<file path="src/rtl/n64adv2_ctrl_keyevents_if.sv">
// Bus between the controller sniffer/menu logic and the key-event generator.
// The generator is the slave: it consumes polls and acks, and drives key state and events.
interface n64adv2_ctrl_keyevents_if;
    logic [31:0] ctrl_data_i;
    logic        ctrl_data_valid_i;
    logic        ctrl_detected_i;
    logic [13:0] key_held_o;
    logic [13:0] key_evt_o;
    logic        key_evt_valid_o;
    logic        key_evt_ack_i;
    logic        key_evt_ovf_o;

    modport master (
        output ctrl_data_i, ctrl_data_valid_i, ctrl_detected_i, key_evt_ack_i,
        input  key_held_o, key_evt_o, key_evt_valid_o, key_evt_ovf_o
    );

    modport slave (
        input  ctrl_data_i, ctrl_data_valid_i, ctrl_detected_i, key_evt_ack_i,
        output key_held_o, key_evt_o, key_evt_valid_o, key_evt_ovf_o
    );
endinterface

</file>
<file path="src/rtl/n64adv2_ctrl_keyevents.sv">
// Turns sniffed N64 controller polls into 14 virtual key levels plus press/auto-repeat
// events, delivered through a sticky valid/ack handshake with an overflow flag.
module n64adv2_ctrl_keyevents #(
    parameter logic [7:0] REPEAT_DELAY = 8'd16,
    parameter logic [7:0] REPEAT_RATE  = 8'd4,
    parameter logic [7:0] STICK_TH     = 8'd40,
    parameter logic [7:0] STICK_HYST   = 8'd8
) (
    input logic                     CTRL_CLK_i,
    input logic                     CTRL_RST_i,
    n64adv2_ctrl_keyevents_if.slave kev_if
);

    typedef enum logic [1:0] {
        AX_CENTER = 2'd0,
        AX_POS    = 2'd1,
        AX_NEG    = 2'd2
    } axis_e;

    logic        run_q;
    logic        s1_vld_q;
    logic [31:0] s1_data_q;
    axis_e       x_q, x_d, y_q, y_d;
    logic [13:0] held_q, held_d;
    logic [7:0]  rpt_q, rpt_d;
    logic [3:0]  rpt_evt_s;
    logic [13:0] poll_evt_s;
    logic [13:0] evt_q, evt_d;
    logic        evt_vld_q, evt_vld_d;
    logic        ovf_q, ovf_d;
    logic        ack_s;
    logic        unused_s;

    // Axis bytes arrive MSB first, so the lowest wire bit is the sign bit.
    function automatic logic [7:0] rev8(input logic [7:0] b);
        logic [7:0] r;
        for (int i = 0; i < 8; i++) begin
            r[i] = b[7 - i];
        end
        return r;
    endfunction

    function automatic axis_e axis_next(input axis_e cur, input logic [7:0] raw);
        logic signed [8:0] v, th, rel;
        axis_e nxt;
        v   = $signed({raw[7], raw});
        th  = $signed({1'b0, STICK_TH});
        rel = $signed({1'b0, STICK_TH - STICK_HYST});
        nxt = cur;
        case (cur)
            AX_CENTER: begin
                if (v >= th)       nxt = AX_POS;
                else if (v <= -th) nxt = AX_NEG;
                else               nxt = AX_CENTER;
            end
            AX_POS: begin
                if (v <= -th)      nxt = AX_NEG;
                else if (v < rel)  nxt = AX_CENTER;
                else               nxt = AX_POS;
            end
            AX_NEG: begin
                if (v >= th)       nxt = AX_POS;
                else if (v > -rel) nxt = AX_CENTER;
                else               nxt = AX_NEG;
            end
            default: nxt = AX_CENTER;
        endcase
        return nxt;
    endfunction

    // Blocks strobes on the first edge after reset release
    always_ff @(posedge CTRL_CLK_i or posedge CTRL_RST_i) begin
        if (CTRL_RST_i) run_q <= 1'b0;
        else            run_q <= 1'b1;
    end

    // Stage 1: capture the poll word
    always_ff @(posedge CTRL_CLK_i or posedge CTRL_RST_i) begin
        if (CTRL_RST_i) begin
            s1_vld_q  <= 1'b0;
            s1_data_q <= 32'd0;
        end else begin
            s1_vld_q <= kev_if.ctrl_data_valid_i & kev_if.ctrl_detected_i & run_q;
            if (kev_if.ctrl_data_valid_i) s1_data_q <= kev_if.ctrl_data_i;
        end
    end

    // Stage 2 next state: axis FSMs, key levels, repeat counter, poll event vector
    always_comb begin
        x_d        = x_q;
        y_d        = y_q;
        held_d     = held_q;
        rpt_d      = rpt_q;
        rpt_evt_s  = 4'd0;
        poll_evt_s = 14'd0;
        if (!kev_if.ctrl_detected_i) begin
            x_d    = AX_CENTER;
            y_d    = AX_CENTER;
            held_d = 14'd0;
            rpt_d  = 8'd0;
        end else if (s1_vld_q) begin
            if (s1_data_q[8]) begin
                x_d = AX_CENTER;
                y_d = AX_CENTER;
            end else begin
                x_d = axis_next(x_q, rev8(s1_data_q[23:16]));
                y_d = axis_next(y_q, rev8(s1_data_q[31:24]));
            end
            held_d[3:0]  = s1_data_q[3:0];
            held_d[4]    = s1_data_q[4] | (y_d == AX_POS);
            held_d[5]    = s1_data_q[5] | (y_d == AX_NEG);
            held_d[6]    = s1_data_q[6] | (x_d == AX_NEG);
            held_d[7]    = s1_data_q[7] | (x_d == AX_POS);
            held_d[13:8] = s1_data_q[15:10];
            if ((held_d[7:4] == 4'd0) || (held_d[7:4] != held_q[7:4])) begin
                rpt_d = 8'd0;
            end else if ((rpt_q + 8'd1) == REPEAT_DELAY) begin
                rpt_d     = REPEAT_DELAY - REPEAT_RATE;
                rpt_evt_s = held_d[7:4];
            end else begin
                rpt_d = rpt_q + 8'd1;
            end
            poll_evt_s = (held_d & ~held_q) | {6'd0, rpt_evt_s, 4'd0};
        end else begin
            held_d = held_q;
        end
    end

    // Event handshake: merge new events, clear on ack, flag merges into unacked events
    always_comb begin
        ack_s     = kev_if.key_evt_ack_i & evt_vld_q;
        evt_d     = evt_q;
        evt_vld_d = evt_vld_q;
        ovf_d     = ovf_q;
        if (poll_evt_s != 14'd0) begin
            evt_vld_d = 1'b1;
            if (ack_s) begin
                evt_d = poll_evt_s;
            end else begin
                evt_d = evt_q | poll_evt_s;
                ovf_d = ovf_q | evt_vld_q;
            end
        end else if (ack_s) begin
            evt_d     = 14'd0;
            evt_vld_d = 1'b0;
        end else begin
            evt_d = evt_q;
        end
    end

    // Stage 2 and handshake state registers
    always_ff @(posedge CTRL_CLK_i or posedge CTRL_RST_i) begin
        if (CTRL_RST_i) begin
            x_q       <= AX_CENTER;
            y_q       <= AX_CENTER;
            held_q    <= 14'd0;
            rpt_q     <= 8'd0;
            evt_q     <= 14'd0;
            evt_vld_q <= 1'b0;
            ovf_q     <= 1'b0;
        end else begin
            x_q       <= x_d;
            y_q       <= y_d;
            held_q    <= held_d;
            rpt_q     <= rpt_d;
            evt_q     <= evt_d;
            evt_vld_q <= evt_vld_d;
            ovf_q     <= ovf_d;
        end
    end

    assign kev_if.key_held_o      = held_q;
    assign kev_if.key_evt_o       = evt_q;
    assign kev_if.key_evt_valid_o = evt_vld_q;
    assign kev_if.key_evt_ovf_o   = ovf_q;
    assign unused_s               = s1_data_q[9];

endmodule
</file>
<file path="src/flat_wrapper.sv">
// flat-port wrapper written by rule: the top's interface ports become plain ports
module n64adv2_ctrl_keyevents_flat 
#(
    parameter logic [7:0] REPEAT_DELAY = 8'd16,
    parameter logic [7:0] REPEAT_RATE  = 8'd4,
    parameter logic [7:0] STICK_TH     = 8'd40,
    parameter logic [7:0] STICK_HYST   = 8'd8
)
  (CTRL_CLK_i, CTRL_RST_i, kev_if_ctrl_data_i, kev_if_ctrl_data_valid_i, kev_if_ctrl_detected_i, kev_if_key_evt_ack_i, kev_if_key_held_o, kev_if_key_evt_o, kev_if_key_evt_valid_o, kev_if_key_evt_ovf_o);
  n64adv2_ctrl_keyevents_if kev_if_i ();
  input logic CTRL_CLK_i;
  input logic CTRL_RST_i;
  input wire logic [$bits(kev_if_i.ctrl_data_i)-1:0] kev_if_ctrl_data_i;
  input wire logic [$bits(kev_if_i.ctrl_data_valid_i)-1:0] kev_if_ctrl_data_valid_i;
  input wire logic [$bits(kev_if_i.ctrl_detected_i)-1:0] kev_if_ctrl_detected_i;
  input wire logic [$bits(kev_if_i.key_evt_ack_i)-1:0] kev_if_key_evt_ack_i;
  output wire logic [$bits(kev_if_i.key_held_o)-1:0] kev_if_key_held_o;
  output wire logic [$bits(kev_if_i.key_evt_o)-1:0] kev_if_key_evt_o;
  output wire logic [$bits(kev_if_i.key_evt_valid_o)-1:0] kev_if_key_evt_valid_o;
  output wire logic [$bits(kev_if_i.key_evt_ovf_o)-1:0] kev_if_key_evt_ovf_o;
  assign kev_if_i.ctrl_data_i = kev_if_ctrl_data_i;
  assign kev_if_i.ctrl_data_valid_i = kev_if_ctrl_data_valid_i;
  assign kev_if_i.ctrl_detected_i = kev_if_ctrl_detected_i;
  assign kev_if_i.key_evt_ack_i = kev_if_key_evt_ack_i;
  assign kev_if_key_held_o = kev_if_i.key_held_o;
  assign kev_if_key_evt_o = kev_if_i.key_evt_o;
  assign kev_if_key_evt_valid_o = kev_if_i.key_evt_valid_o;
  assign kev_if_key_evt_ovf_o = kev_if_i.key_evt_ovf_o;
  n64adv2_ctrl_keyevents #(.REPEAT_DELAY(REPEAT_DELAY), .REPEAT_RATE(REPEAT_RATE), .STICK_TH(STICK_TH), .STICK_HYST(STICK_HYST)) u_core (.CTRL_CLK_i(CTRL_CLK_i), .CTRL_RST_i(CTRL_RST_i), .kev_if(kev_if_i));
endmodule
</file>
<file path="config.mk">
export PLATFORM = sky130hd
export DESIGN_NAME = n64adv2_ctrl_keyevents_flat
export DESIGN_NICKNAME = d
export VERILOG_FILES = /design/src/rtl/n64adv2_ctrl_keyevents_if.sv /design/src/rtl/n64adv2_ctrl_keyevents.sv /design/src/flat_wrapper.sv
export SDC_FILE = /design/constraint.sdc
export NUM_CORES = 1
export LEC_CHECK = 0
export BUFFER_PORTS_ARGS = -buffer_cell sky130_fd_sc_hd__buf_2
export CORE_MARGIN = 5
export CORE_UTILIZATION = 55
export DETAILED_ROUTE_END_ITERATION = 8
export GPL_TIMING_DRIVEN = 0
export PLACE_DENSITY = 0.86
export SYNTH_ARGS = -nofsm -noshare
export SYNTH_HDL_FRONTEND = slang
export SYNTH_SLANG_ARGS = --single-unit
</file>
<file path="constraint.sdc">
create_clock -name CTRL_CLK_i -period 3 [get_ports CTRL_CLK_i]
set_input_delay 0 -clock CTRL_CLK_i [delete_from_list [all_inputs] [get_ports CTRL_CLK_i]]
set_output_delay 0 -clock CTRL_CLK_i [all_outputs]
set_load 0.02 [all_outputs]
</file>
==> impl_results.md <==
* Outcome: complete, no violations
* Final Slew Violations at 0
* Clock skew at 11.7 ps
* CP top delay family: simple AND/OR/NAND/NOR gates
* Post-CTS Setup Bufs at 0
* Std cell rows at 29
* Final cell count without fillers at about 530
* Critical path buffer and inverter count at 1
* Syn Nets at 380
* Most frequent cells in the layout: dfrtp_1, buf_2, nand2_1, dlygate4sd3_1, mux2_2
* Post-DRT Antenna Nets at 0
* GRT Total Usage at 0.210
* GPL Wtd Cong at 0.820
* IO Count at 67
* Post-synthesis async set-or-reset flop share at 1.00
* CTS Buf Count at 9
* Syn Std Cell Area at roughly 0.0036 mm2
* DP Worst Slack at -130 ps
* Number of synthesis warnings at 0
* Largest net degree at the start of global routing at 76
* Slowest stage cell, crit path: dfrtp_1
* PD cells at 533 mW/mm2
* Dpl cell area at 0.00403 mm2
* Setup TNS at 0 ps
* WP data arrival at 3100 ps
* Min Tclk post-route at approximately 2800 ps
* PortBufs at 64
* Peak VDD IR at 0.405 mV
* Clock latency on the worst-skew pair at 350 ps
* Hold Startpoint: kev_if_ctrl_data_valid_i
* RR Startpoint: u_core.s1_data_q[16]
* DRT Pass-1 Iters at 4
* Synth unique cells at 60
* # Max-Cap Violations at 0
* Top post-synthesis cells by area: dfrtp_1, mux2_2, o21ai_0
* Final Hold Vio Count at 0
* Worst Hold Depth at 2
* 1st-iter DRT viols at 193
* Critical path endpoint category: flip-flop
* Fin crit share at 0.939
* Sequential area share after synthesis at 0.520
* Crit path launch type: flip-flop
* Die width at approximately 91 um
* Reg2reg setup slack at 180 ps
* Reg2Reg Depth at 12
* Chip height at just over 90 um
* Area share of the largest cell type after synthesis at 0.520
* Crit path from: u_core.s1_data_q[16]
* Detailed Place HPWL at just under 6 mm
* Fill cells at 458
* CTS Buffer Depth at 2
* Seq cells post-synth at 75
* FF-to-FF End: u_core.kev_if.key_evt_ovf_o
* Kind of critical path: reg -> reg
* Area Growth Syn to Fin at 27.5%
* Initial antenna violation count at 0
* CTS tree: yes
* Routed vias at 2963
* Number of flops mapped to enable cells by yosys at 0
* Antenna cells at 0
* Fin worst setup slack at 182 ps
* Avg WL per Cell at 16.3 um
* Clk sinks at 75
* Rel. slew slack at 0.408
* Synth Flop Type: dfrtp_1
* Endpoints failing setup at 0
* Leakage at 2.09 nW
* Hold EP: u_core.s1_data_q[5]
* Fmax achieved at 355 MHz
* CTS clk-pin slew, worst paths at 80 ps
* DRC at 0
* Clock root buffer: clkbuf_8
* Tightest Hold Check Type: in -> reg
* Grt ovf at 0
* Commonest non-fill, non-tap cell in the layout: dfrtp_1
* Crit path largest cell delay at 490 ps
* Share of cells above drive strength 1 at 0.290
* Req. time, crit path at 3280 ps
* CP dominant cell by count: nor2_1
* Nets at 489
* Core Area at 0.00639 mm2
* Cell Count Post-Placement at approximately 480
* First-pass GRT wire length at roughly 14 mm
* Initial Utilization at 0.566
* Synthesized area per cell at about 11 um2
* H-tree levels at 3
* Wirelength, routed at 8.60 mm
* Vias in the first global route at about 2900
* Die Area at 0.00829 mm2
* Fin util at 0.721
* Least-Margin Pin Slew at 887 ps
* Syn Inst Count at roughly 340
* Via density at 5.60
* CP Max Fanout at 8
* Leading area contributor after synthesis: dfrtp_1
* Post-route cell area at ~0.0046 mm2
* Cell Chain, Critical Path: and3b_1, a41o_1, a21oi_2, nor2_1, nor2_1, inv_1, ha_1, nand4_1, nor2_4, nor4b_4, o21ai_0, o21bai_1
-- cell type report --
class                           instances  area [um2]  share of cell area
Inverter                               15        58.8              0.0128
Buffer                                 15        78.8              0.0171
Sequential cell                        75        1880               0.407
Clock buffer                           11         141              0.0307
Tap cell                               77        96.3              0.0209
Multi-Input combinational cell        233        1630               0.354
Clock inverter                          5        62.6              0.0136
Timing Repair Buffer                   98         661               0.143
-- sequential cells by signal (all words and copies together), names as in the netlist --
name and count:
u_core.kev_if.key_evt_o 14, u_core.kev_if.key_evt_ovf_o 1, u_core.kev_if.key_evt_valid_o 1, u_core.kev_if.key_held_o 14, u_core.rpt_q 8, u_core.run_q 1
u_core.s1_data_q 31, u_core.s1_vld_q 1, u_core.x_q 2, u_core.y_q 2
-- worst register-to-register path, stage by stage (launching register included) --
cell	delay, ps
dfrtp_1	490
and3b_1	240
a41o_1	240
a21oi_2	200
nor2_1	80
nor2_1	190
inv_1	80
ha_1	280
nand4_1	150
nor2_4	190
nor4b_4	260
o21ai_0	190
o21bai_1	160
-- logic make-up (layout without fill, tap and decap cells) --
| group | Yosys count | after routing | synth area share |
|---|---|---|---|
| AOI/OAI and AO/OA | 69 | 69 | 0.134 |
| xor gates and xnor gates | 4 | 4 | 0.00970 |
| adders and majority gates | 5 | 5 | 0.0173 |
| buffers and inverters | 30 | 144 | 0.0374 |
| DFF | 75 | 75 | 0.520 |
| muxes | 38 | 38 | 0.115 |
| other | 1 | 1 | 0.00104 |
| and+or+nand+nor | 116 | 116 | 0.167 |
-- worst max-delay path by stage --
stage,depth (start not counted),end,slack [ps]
6_report,12,u_core.kev_if.key_evt_ovf_o,180
5_1_grt,12,u_core.kev_if.key_evt_ovf_o,-3
4_1_cts,12,u_core.kev_if.key_evt_ovf_o,50
3_5_place_dp,12,u_core.kev_if.key_evt_ovf_o,-130
3_3_place_gp,12,u_core.kev_if.key_evt_ovf_o,20
2_1_floorplan,13,u_core.kev_if.key_evt_ovf_o,420
-- routing by layer --
layer | vias up | global-route usage | wire [um]
met5 | - | 0 | 0
met4 | 0 | 0.0880 | 96
met3 | 9 | 0.0331 | 497
met2 | 88 | 0.350 | 4340
met1 | 1452 | 0.273 | 3660
li1 | 1414 | - | -
-- repair_timing --
action	in CTS	in global routing
gates resized for setup	2	4
hold buffers	34	0
hold endpoints to repair	108	0
setup endpoints to repair	2	2
-- power by group --
group	switching [W]	internal [W]	total, W	leakage (nW)
Clock	0.000384	0.000410	0.000794	0.0957
Sequential	0.0000779	0.00111	0.00119	0.951
Combinational	0.000269	0.000203	0.000472	1.05
Total	0.000731	0.00173	0.00246	2.09
-- per-stage QoR --
| stage | hold slack, ps | total power (W) |
|---|---|---|
| final | 220 | 0.00246 |
| after global routing | 220 | 0.00257 |
| after CTS | 224 | 0.00245 |
| after detailed placement | 214 | 0.00164 |
| after global placement | 213 | 0.00162 |
| after floorplan | 121 | 0.00148 |
-- synth_stat cells (all sizes together) (2+ instances only) --
master / instances
and2: 2
inv: 14
buf: 7
nor2: 28
mux2: 27
xnor2: 2
dfrtp: 75
a22oi: 4
nor4: 5
nor3b: 2
nor3: 5
or3: 2
clkbuf: 8
nor4b: 4
o31ai: 5
a21o: 3
mux2i: 11
ha: 5
o21ai: 29
and3b: 2
o31a: 2
xor2: 2
o21bai: 2
a21oi: 9
nand2b: 13
nand4: 5
and3: 3
a211oi: 3
nand3: 6
or2: 2
o211ai: 3
nand2: 34
(Power assumes the default switching activity.)
